File: config.mk
export PLATFORM = sky130hd
export DESIGN_NAME = mem_arbiter
export DESIGN_NICKNAME = d
export VERILOG_FILES = /design/src/rtl/mem_arbiter.sv
export SDC_FILE = /design/constraint.sdc
export NUM_CORES = 1
export LEC_CHECK = 0
export BUFFER_PORTS_ARGS = -buffer_cell sky130_fd_sc_hd__buf_2
export CAP_MARGIN = 0
export CORE_MARGIN = 4
export CORE_UTILIZATION = 30
export CTS_CLUSTER_SIZE = 14
export DETAILED_ROUTE_END_ITERATION = 8
export PLACE_DENSITY = 0.55
export SLEW_MARGIN = 15
export SYNTH_ARGS = -nofsm -noshare
export SYNTH_HDL_FRONTEND = slang
export SYNTH_SLANG_ARGS = --single-unit
File: constraint.sdc
create_clock -name clk -period 1.6 [get_ports clk]
set_input_delay 0.16 -clock clk [delete_from_list [all_inputs] [get_ports clk]]
set_output_delay 0.16 -clock clk [all_outputs]
set_load 0.01 [all_outputs]
File: src/rtl/mem_arbiter.sv
// Round-robin arbiter sharing one fixed-latency SRAM port between the
// instruction-fetch port and the load/store port, one transaction at a time.
module mem_arbiter #(
    parameter int ADDR_W  = 32,
    parameter int DATA_W  = 32,
    parameter int MEM_LAT = 1
) (
    input  logic                  clk,
    input  logic                  rst,
    input  logic                  i_req,
    input  logic [ADDR_W-1:0]     i_addr,
    output logic                  i_ack,
    output logic                  i_rvalid,
    output logic [DATA_W-1:0]     i_rdata,
    input  logic                  d_req,
    input  logic [ADDR_W-1:0]     d_addr,
    input  logic [DATA_W/8-1:0]   d_we,
    input  logic [DATA_W-1:0]     d_wdata,
    output logic                  d_ack,
    output logic                  d_rvalid,
    output logic [DATA_W-1:0]     d_rdata,
    output logic                  mem_en,
    output logic [DATA_W/8-1:0]   mem_we,
    output logic [ADDR_W-1:0]     mem_addr,
    output logic [DATA_W-1:0]     mem_wdata,
    input  logic [DATA_W-1:0]     mem_rdata
);
    localparam int STRB_W = DATA_W / 8;

    typedef enum logic [1:0] {IDLE, ISSUE, WAIT} state_t;

    state_t              state_q, state_d;
    logic [2:0]          cnt_q, cnt_d;
    logic                last_grant_q, last_grant_d;
    logic                owner_q, owner_d;
    logic [ADDR_W-1:0]   addr_q, addr_d;
    logic [STRB_W-1:0]   we_q, we_d;
    logic [DATA_W-1:0]   wdata_q, wdata_d;
    logic                i_rvalid_q, i_rvalid_d;
    logic                d_rvalid_q, d_rvalid_d;
    logic [DATA_W-1:0]   i_rdata_q, i_rdata_d;
    logic [DATA_W-1:0]   d_rdata_q, d_rdata_d;
    logic                grant_i, grant_d;

    always_comb begin
        state_d      = state_q;
        cnt_d        = cnt_q;
        last_grant_d = last_grant_q;
        owner_d      = owner_q;
        addr_d       = addr_q;
        we_d         = we_q;
        wdata_d      = wdata_q;
        i_rvalid_d   = 1'b0;
        d_rvalid_d   = 1'b0;
        i_rdata_d    = i_rdata_q;
        d_rdata_d    = d_rdata_q;
        grant_i      = 1'b0;
        grant_d      = 1'b0;

        case (state_q)
            IDLE: begin
                // On a tie the port that did not win last time gets the slot.
                if (i_req && (!d_req || last_grant_q))
                    grant_i = 1'b1;
                else if (d_req)
                    grant_d = 1'b1;

                if (grant_i || grant_d) begin
                    owner_d      = grant_d;
                    last_grant_d = grant_d;
                    addr_d       = grant_d ? d_addr  : i_addr;
                    we_d         = grant_d ? d_we    : '0;
                    wdata_d      = grant_d ? d_wdata : '0;
                    state_d      = ISSUE;
                end
            end
            ISSUE: begin
                cnt_d   = 3'(MEM_LAT - 1);
                state_d = WAIT;
            end
            WAIT: begin
                if (cnt_q == 3'd0) begin
                    state_d = IDLE;
                    if (owner_q) begin
                        d_rvalid_d = 1'b1;
                        if (we_q == '0)
                            d_rdata_d = mem_rdata;
                    end else begin
                        i_rvalid_d = 1'b1;
                        i_rdata_d  = mem_rdata;
                    end
                end else begin
                    cnt_d = cnt_q - 3'd1;
                end
            end
            default: state_d = IDLE;
        endcase
    end

    always_ff @(posedge clk) begin
        if (rst) begin
            state_q      <= IDLE;
            cnt_q        <= 3'd0;
            last_grant_q <= 1'b1;
            owner_q      <= 1'b0;
            addr_q       <= '0;
            we_q         <= '0;
            wdata_q      <= '0;
            i_rvalid_q   <= 1'b0;
            d_rvalid_q   <= 1'b0;
            i_rdata_q    <= '0;
            d_rdata_q    <= '0;
        end else begin
            state_q      <= state_d;
            cnt_q        <= cnt_d;
            last_grant_q <= last_grant_d;
            owner_q      <= owner_d;
            addr_q       <= addr_d;
            we_q         <= we_d;
            wdata_q      <= wdata_d;
            i_rvalid_q   <= i_rvalid_d;
            d_rvalid_q   <= d_rvalid_d;
            i_rdata_q    <= i_rdata_d;
            d_rdata_q    <= d_rdata_d;
        end
    end

    assign i_ack     = grant_i & ~rst;
    assign d_ack     = grant_d & ~rst;
    assign i_rvalid  = i_rvalid_q;
    assign d_rvalid  = d_rvalid_q;
    assign i_rdata   = i_rdata_q;
    assign d_rdata   = d_rdata_q;
    // The SRAM bus is driven only in the issue cycle and is quiet otherwise.
    assign mem_en    = (state_q == ISSUE);
    assign mem_we    = mem_en ? we_q    : '0;
    assign mem_addr  = mem_en ? addr_q  : '0;
    assign mem_wdata = mem_en ? wdata_q : '0;
endmodule
==> results of run 1 <==
metrics by stage:
stage / cells / setup TNS (ps)
3_3_place_gp: 1177 / -4451
2_1_floorplan: 665 / -2382
3_5_place_dp: 1177 / -4432
6_report: 1332 / -9219
4_1_cts: 1327 / -14290
5_1_grt: 1332 / -14340
layer usage:
layer,part of all wire,global-route usage,vias to the layer above
met1,0.43,0.2221,2887
met3,0.052,0.04270,25
met5,0,0,-
li1,-,-,3026
met4,0.016,0.05581,0
met2,0.50,0.3149,179
synthesized netlist by cell type:
library cell	count	area, µm²
a22o_1	35	306.5
dfxtp_1	141	2823
o32a_1	2	20.02
a21oi_1	35	175.2
nor2_8	1	20.02
nand2_1	132	495.5
a22o_2	1	10.01
or4_4	1	11.26
ha_1	2	25.02
nor2_2	1	6.260
nor2_1	5	18.77
nand2b_1	99	619.3
buf_6	3	33.78
and3b_1	1	8.760
a21o_1	1	7.510
buf_12	3	60.06
a21oi_4	1	16.27
o31ai_1	1	7.510
and2_2	1	7.510
and2_1	69	431.7
a32oi_1	32	280.3
a21boi_2	1	11.26
nor4bb_1	1	10.01
a221o_1	1	10.01
or2_1	1	6.260
nand3b_1	1	7.510
nor3_1	1	5.000
clkbuf_1	34	127.6
buf_2	15	75.07
o21a_1	1	7.510
inv_1	4	15.01
nand4b_4	1	23.77
nand4bb_1	1	11.26
a21bo_2	1	10.01
nor2b_1	2	12.51
mux2i_1	33	330.3
cells by family (layout without fill, tap and decap cells):
logic type / Yosys count / after routing
mux: 33 / 33
buf+inv: 59 / 460
simple gates: 318 / 318
flops: 141 / 141
fa+ha+maj: 2 / 2
compound gates: 112 / 113
cell type report:
type                       instances  area, µm²
clock buffer                      19      452.9
clock inverter                    13      177.7
fill                            1758       9171
inverter                           4      15.01
multi-input combinational        466       3154
sequential                       141       2831
tap                              265      331.6
timing repair buffer             424       3520
worst max-delay path, stage by stage (launching register included):
cell and delay, ps:
dfxtp_2 340, buf_6 90, nor2b_4 190, buf_12 170
clkbuf_16 160, and2_4 140, buf_6 100
power breakdown:
| group | switching [µW] | total (µW) | internal, µW |
|---|---|---|---|
| clock | 1650 | 4230 | 2580 |
| sequential | 122 | 3850 | 3730 |
| combinational | 760 | 1730 | 967 |
flip-flops by register name, summed over array words and instances, names as in the netlist:
signal and cells:
d_rdata 32, i_rdata 32, d_rvalid 1, addr_q 32, cnt_q 3, we_q 4, owner_q 1, i_rvalid 1
wdata_q 32, last_grant_q 1, state_q 2
worst max path at each step:
stage                                     endpoint  slack [ps]  depth (start not counted)
after floorplan           i_rdata[24]$_SDFFE_PP0P_         -80                          8
after global placement        we_q[0]$_SDFFE_PP0P_        -150                          4
after detailed placement      we_q[0]$_SDFFE_PP0P_        -140                          4
after CTS                             mem_addr[11]        -170                          6
after global routing                  mem_wdata[8]        -230                          6
final                                 mem_addr[31]        -160                          6
what timing repair did:
item | CTS | global route
hold buffers | 98 | 1
pin swaps | 7 | 70
cloned | 9 | 4
endpoints found under the hold margin | 89 | 1
setup buffers | 12 | 4
gates resized for setup | 36 | 140
setup endpoints to repair | 126 | 170
==> reports/metrics.yaml, run 1 <==
area_delta_synth_final_pct: 73.35
period_share: 1.100
maxCapViolations: 0
crit_type: "reg -> out"
holdWs_ps: 26.19
min_to: "addr_q[9]$_SDFFE_PP0P_"
drc_errors: 0
fin_util: 0.5334
stdcell_area_um2: 10480
clk_latency_ps: 410
synth_xor_xnor_area_share: 0
rows: 51
overflow: 0
cts_root_buf: "clkbuf_16"
total_power_uw: 9808
antenna_found_initial: 0
layout_commonest_cell: "buf_2"
hold_depth: 3
grt_pass1_wl_mm: 32.09
synth_area_um2: 6047
numCtsBuffers: 17
dp_hpwl_mm: 12.36
r2r_start: "we_q[3]$_SDFFE_PP0P_"
ys_warn_count: 0
powerDensity_nw_per_um2: 935.7
r2r_end: "d_rdata[8]$_SDFFE_PP0P_"
num_vias: 6117
start_util: 0.3077
crit_path_start_kind: "register"
ff2ff_path_depth: 4
leakage_uw: 0.004670
cts_tree: "done"
placed_area_um2: 7781
synth_area_per_cell_um2: 9.093
drive_above_1_share: 0.4152
ff2ff_setup_slack_ps: 50
nNetsFinal: 1192
synth_nets: 803
place_ws_ps: -143.7
die_w_um: 150.0
final.min_clock_period_ps: 1760
cp.arrival_ps: 1600
violations: "negative setup slack"
holdCritStartpoint: "d_addr[9]"
vias_per_cell: 4.592
numPortBuffers: 272
slew_headroom: 0.4180
drt-initial-drc-count: 265
place.gp.congestion: 0.7494
routedWlPerCell_um: 16.30
status: "finished with violations"
synthMuxAreaShare: 0.05462
synth_seq_cells: 141
syn_inst: 665
crit_fanout: 7
finClkSkew_ps: 10.49
synth-compound-area-share: 0.1426
grt_max_degree: 108
maxSlewViolCount: 0
core_um2: 19650
fmax_mhz: 568.1
rsz0062_at_grt: "yes"
cts_htree_levels: 4
first_global_vias: 6195
die_h_um: 150.0
yosys.area_share.simple: 0.2804
num_io_pins: 273
synthDistinctLibCells: 36
finalWorstSetupSlack_ps: -160.2
clk_pin_slew_ps: 70
hold_viol: 0
wirelength_mm: 21.71
dr.pass1.iters: 5
tightestPinTransition_ps: 873.0
grt_usage: 0.1813
worst-endpoint-required_ps: 1440
synth_adder_area_share: 0.004138
diodes: 0
ys_seq_area_frac: 0.4668
detail-route-antenna-nets: 0
synth_top_family_by_area: "simple AND/OR/NAND/NOR gates"
most-common-layout-cells: "buf_2, dfxtp_1, nand2_1, nand2b_1, dlygate4sd3_1"
cp-end-kind: "output port"
hp-class: "in -> reg"
dieArea_um2: 22490
peakVddDrop_mv: 0.6941
cp-startpoint: "state_q[0]$_SDFFE_PP0P_"
clock_sinks: 141
clockBufferDepth: 2
setup-violations-final: 69
Note: power is estimated with default switching activity, not from simulation.
==> inputs of run 2 (changes only) <==
RECOVER_POWER = 50   (was unset)
==> run 2 against run 1 <==
The run still ends with negative setup slack left. Die area stayed put. Critical path depth is the same. Non-clock buffer count unchanged. Hold slack barely moved.
==> reports/metrics.yaml, run 2 (synthesis gave the netlist of run 1 again) <==
status: "finished with violations"
violations: "negative setup slack"
maxCapViolations: 0  # unchanged
core_um2: 19650  # unchanged
cts_htree_levels: 4  # unchanged
cp-startpoint: "state_q[0]$_SDFFE_PP0P_"
numCtsBuffers: 17  # unchanged
wirelength_mm: 21.68  # -0.16%
crit_fanout: 7  # unchanged
grt_usage: 0.1813  # unchanged
cts_tree: "done"
nNetsFinal: 1192  # unchanged
area_delta_synth_final_pct: 71.43
finalWorstSetupSlack_ps: -158.0  # +2.158 ps
worst-endpoint-required_ps: 1440  # about the same
overflow: 0  # unchanged
r2r_start: "cnt_q[0]$_SDFFE_PP0P_"
finClkSkew_ps: 10.24  # -0.2526 ps
detail-route-antenna-nets: 0  # unchanged
clockBufferDepth: 2  # unchanged
routedWlPerCell_um: 16.27  # -0.16%
grt_pass1_wl_mm: 32.09  # unchanged
crit_type: "reg -> out"
tightestPinTransition_ps: 867.5  # -5.479 ps
fmax_mhz: 568.8  # +0.12%
cp-end-kind: "output port"
numPortBuffers: 272  # unchanged
hp-class: "in -> reg"
place_ws_ps: -143.7  # unchanged
final.min_clock_period_ps: 1758  # -2.158 ps
cts_root_buf: "clkbuf_16"
grt_max_degree: 108  # unchanged
layout_commonest_cell: "buf_2"
dieArea_um2: 22490  # unchanged
hold_viol: 0  # unchanged
dr.pass1.iters: 4  # -1
place.gp.congestion: 0.7494  # unchanged
fillers: 1795  # +2.1%
fin_util: 0.5274  # -0.005921
drt-initial-drc-count: 273  # +3.0%
die_w_um: 150.0  # unchanged
antenna_found_initial: 0  # unchanged
clk_pin_slew_ps: 60  # about the same
drc_errors: 0  # unchanged
crit_path_start_kind: "register"
diodes: 0  # unchanged
powerDensity_nw_per_um2: 943.7  # +0.86%
period_share: 1.099  # -0.001349
start_util: 0.3077  # unchanged
most-common-layout-cells: "buf_2, dfxtp_1, nand2_1, nand2b_1, dlygate4sd3_1"
slew_headroom: 0.4216  # +0.003653
total_power_uw: 9783  # -0.26%
leakage_uw: 0.004367  # -6.5%
clk_latency_ps: 410  # about the same
rsz0062_at_grt: "yes"
vias_per_cell: 4.610  # +0.38%
clock_sinks: 141  # unchanged
maxSlewViolCount: 0  # unchanged
cp.arrival_ps: 1600  # about the same
num_vias: 6140  # +0.38%
rows: 51  # unchanged
drive_above_1_share: 0.3486  # -0.06654
first_global_vias: 6195  # unchanged
peakVddDrop_mv: 0.6919  # -0.31%
holdCritStartpoint: "i_addr[29]"
dp_hpwl_mm: 12.36  # unchanged
setup-violations-final: 83  # +20%
die_h_um: 150.0  # unchanged
num_io_pins: 273  # unchanged
==> run 2: cell count changes in the layout (fill, tap and decap cells not counted), sizes merged <==
cell,before,now
buf,320,252
clkbuf,23,91
==> run 2: repair_timing <==
action / in CTS / in global routing
hold buffers: 98 / 1
pin swaps: 7 / 70
endpoints found under the setup margin: 126 / 170
endpoints found under the hold margin: 89 / 1
gates resized for setup: 36 / 140
buffers inserted: 12 / 4
cloned: 9 / 4
==> run 2: worst paths after layout <==
path                                   end  slack [ps]  depth (start not counted)
setup / recovery              mem_addr[31]        -160                          6
hold / removal     addr_q[29]$_SDFFE_PP0P_          30                          3
setup reg to reg   i_rdata[0]$_SDFFE_PP0P_         -50                          8
hold reg to reg   i_rdata[14]$_SDFFE_PP0P_         450                          2
==> run 2: worst max-delay path, stage by stage, from the launching register on <==
cell       delay (ps)
dfxtp_2           340
buf_6              90
nor2b_4           190
buf_12            170
clkbuf_16         160
and2_4            140
buf_6             100
==> run 2: metal layers <==
| metal | global-route usage | up-vias | share of wire |
|---|---|---|---|
| met5 | 0 | - | 0 |
| met4 | 0.05581 | 0 | 0.017 |
| met3 | 0.04270 | 26 | 0.055 |
| met2 | 0.3149 | 186 | 0.51 |
| met1 | 0.2221 | 2905 | 0.42 |
| li1 | - | 3023 | - |
==> run 2: power breakdown <==
group	switching (µW)	internal (µW)
clock network	1650	2580
registers	123	3730
logic	759	947
==> run 2: through the flow <==
step / cells / area (µm²) / hold slack (ps) / TNS [ps]
after floorplan: 665 / 6047 / 292.7 / -2382
after global placement: 1177 / 7781 / 376.8 / -4451
after detailed placement: 1177 / 7781 / 381.9 / -4432
after CTS: 1327 / 9853 / 0.3524 / -14290
after global routing: 1332 / 10370 / 5.229 / -22390
final: 1332 / 10370 / 26.61 / -9203
==> run 2: cell type report <==
type / instances / area, µm² / share of cell area
Clock buffer: 19 / 452.9 / 0.04369
Tap cell: 265 / 331.6 / 0.03199
Timing Repair Buffer: 424 / 3417 / 0.3296
Clock inverter: 13 / 177.7 / 0.01714
Inverter: 4 / 15.01 / 0.001448
Multi-Input combinational cell: 466 / 3142 / 0.3031
Sequential cell: 141 / 2830 / 0.2730
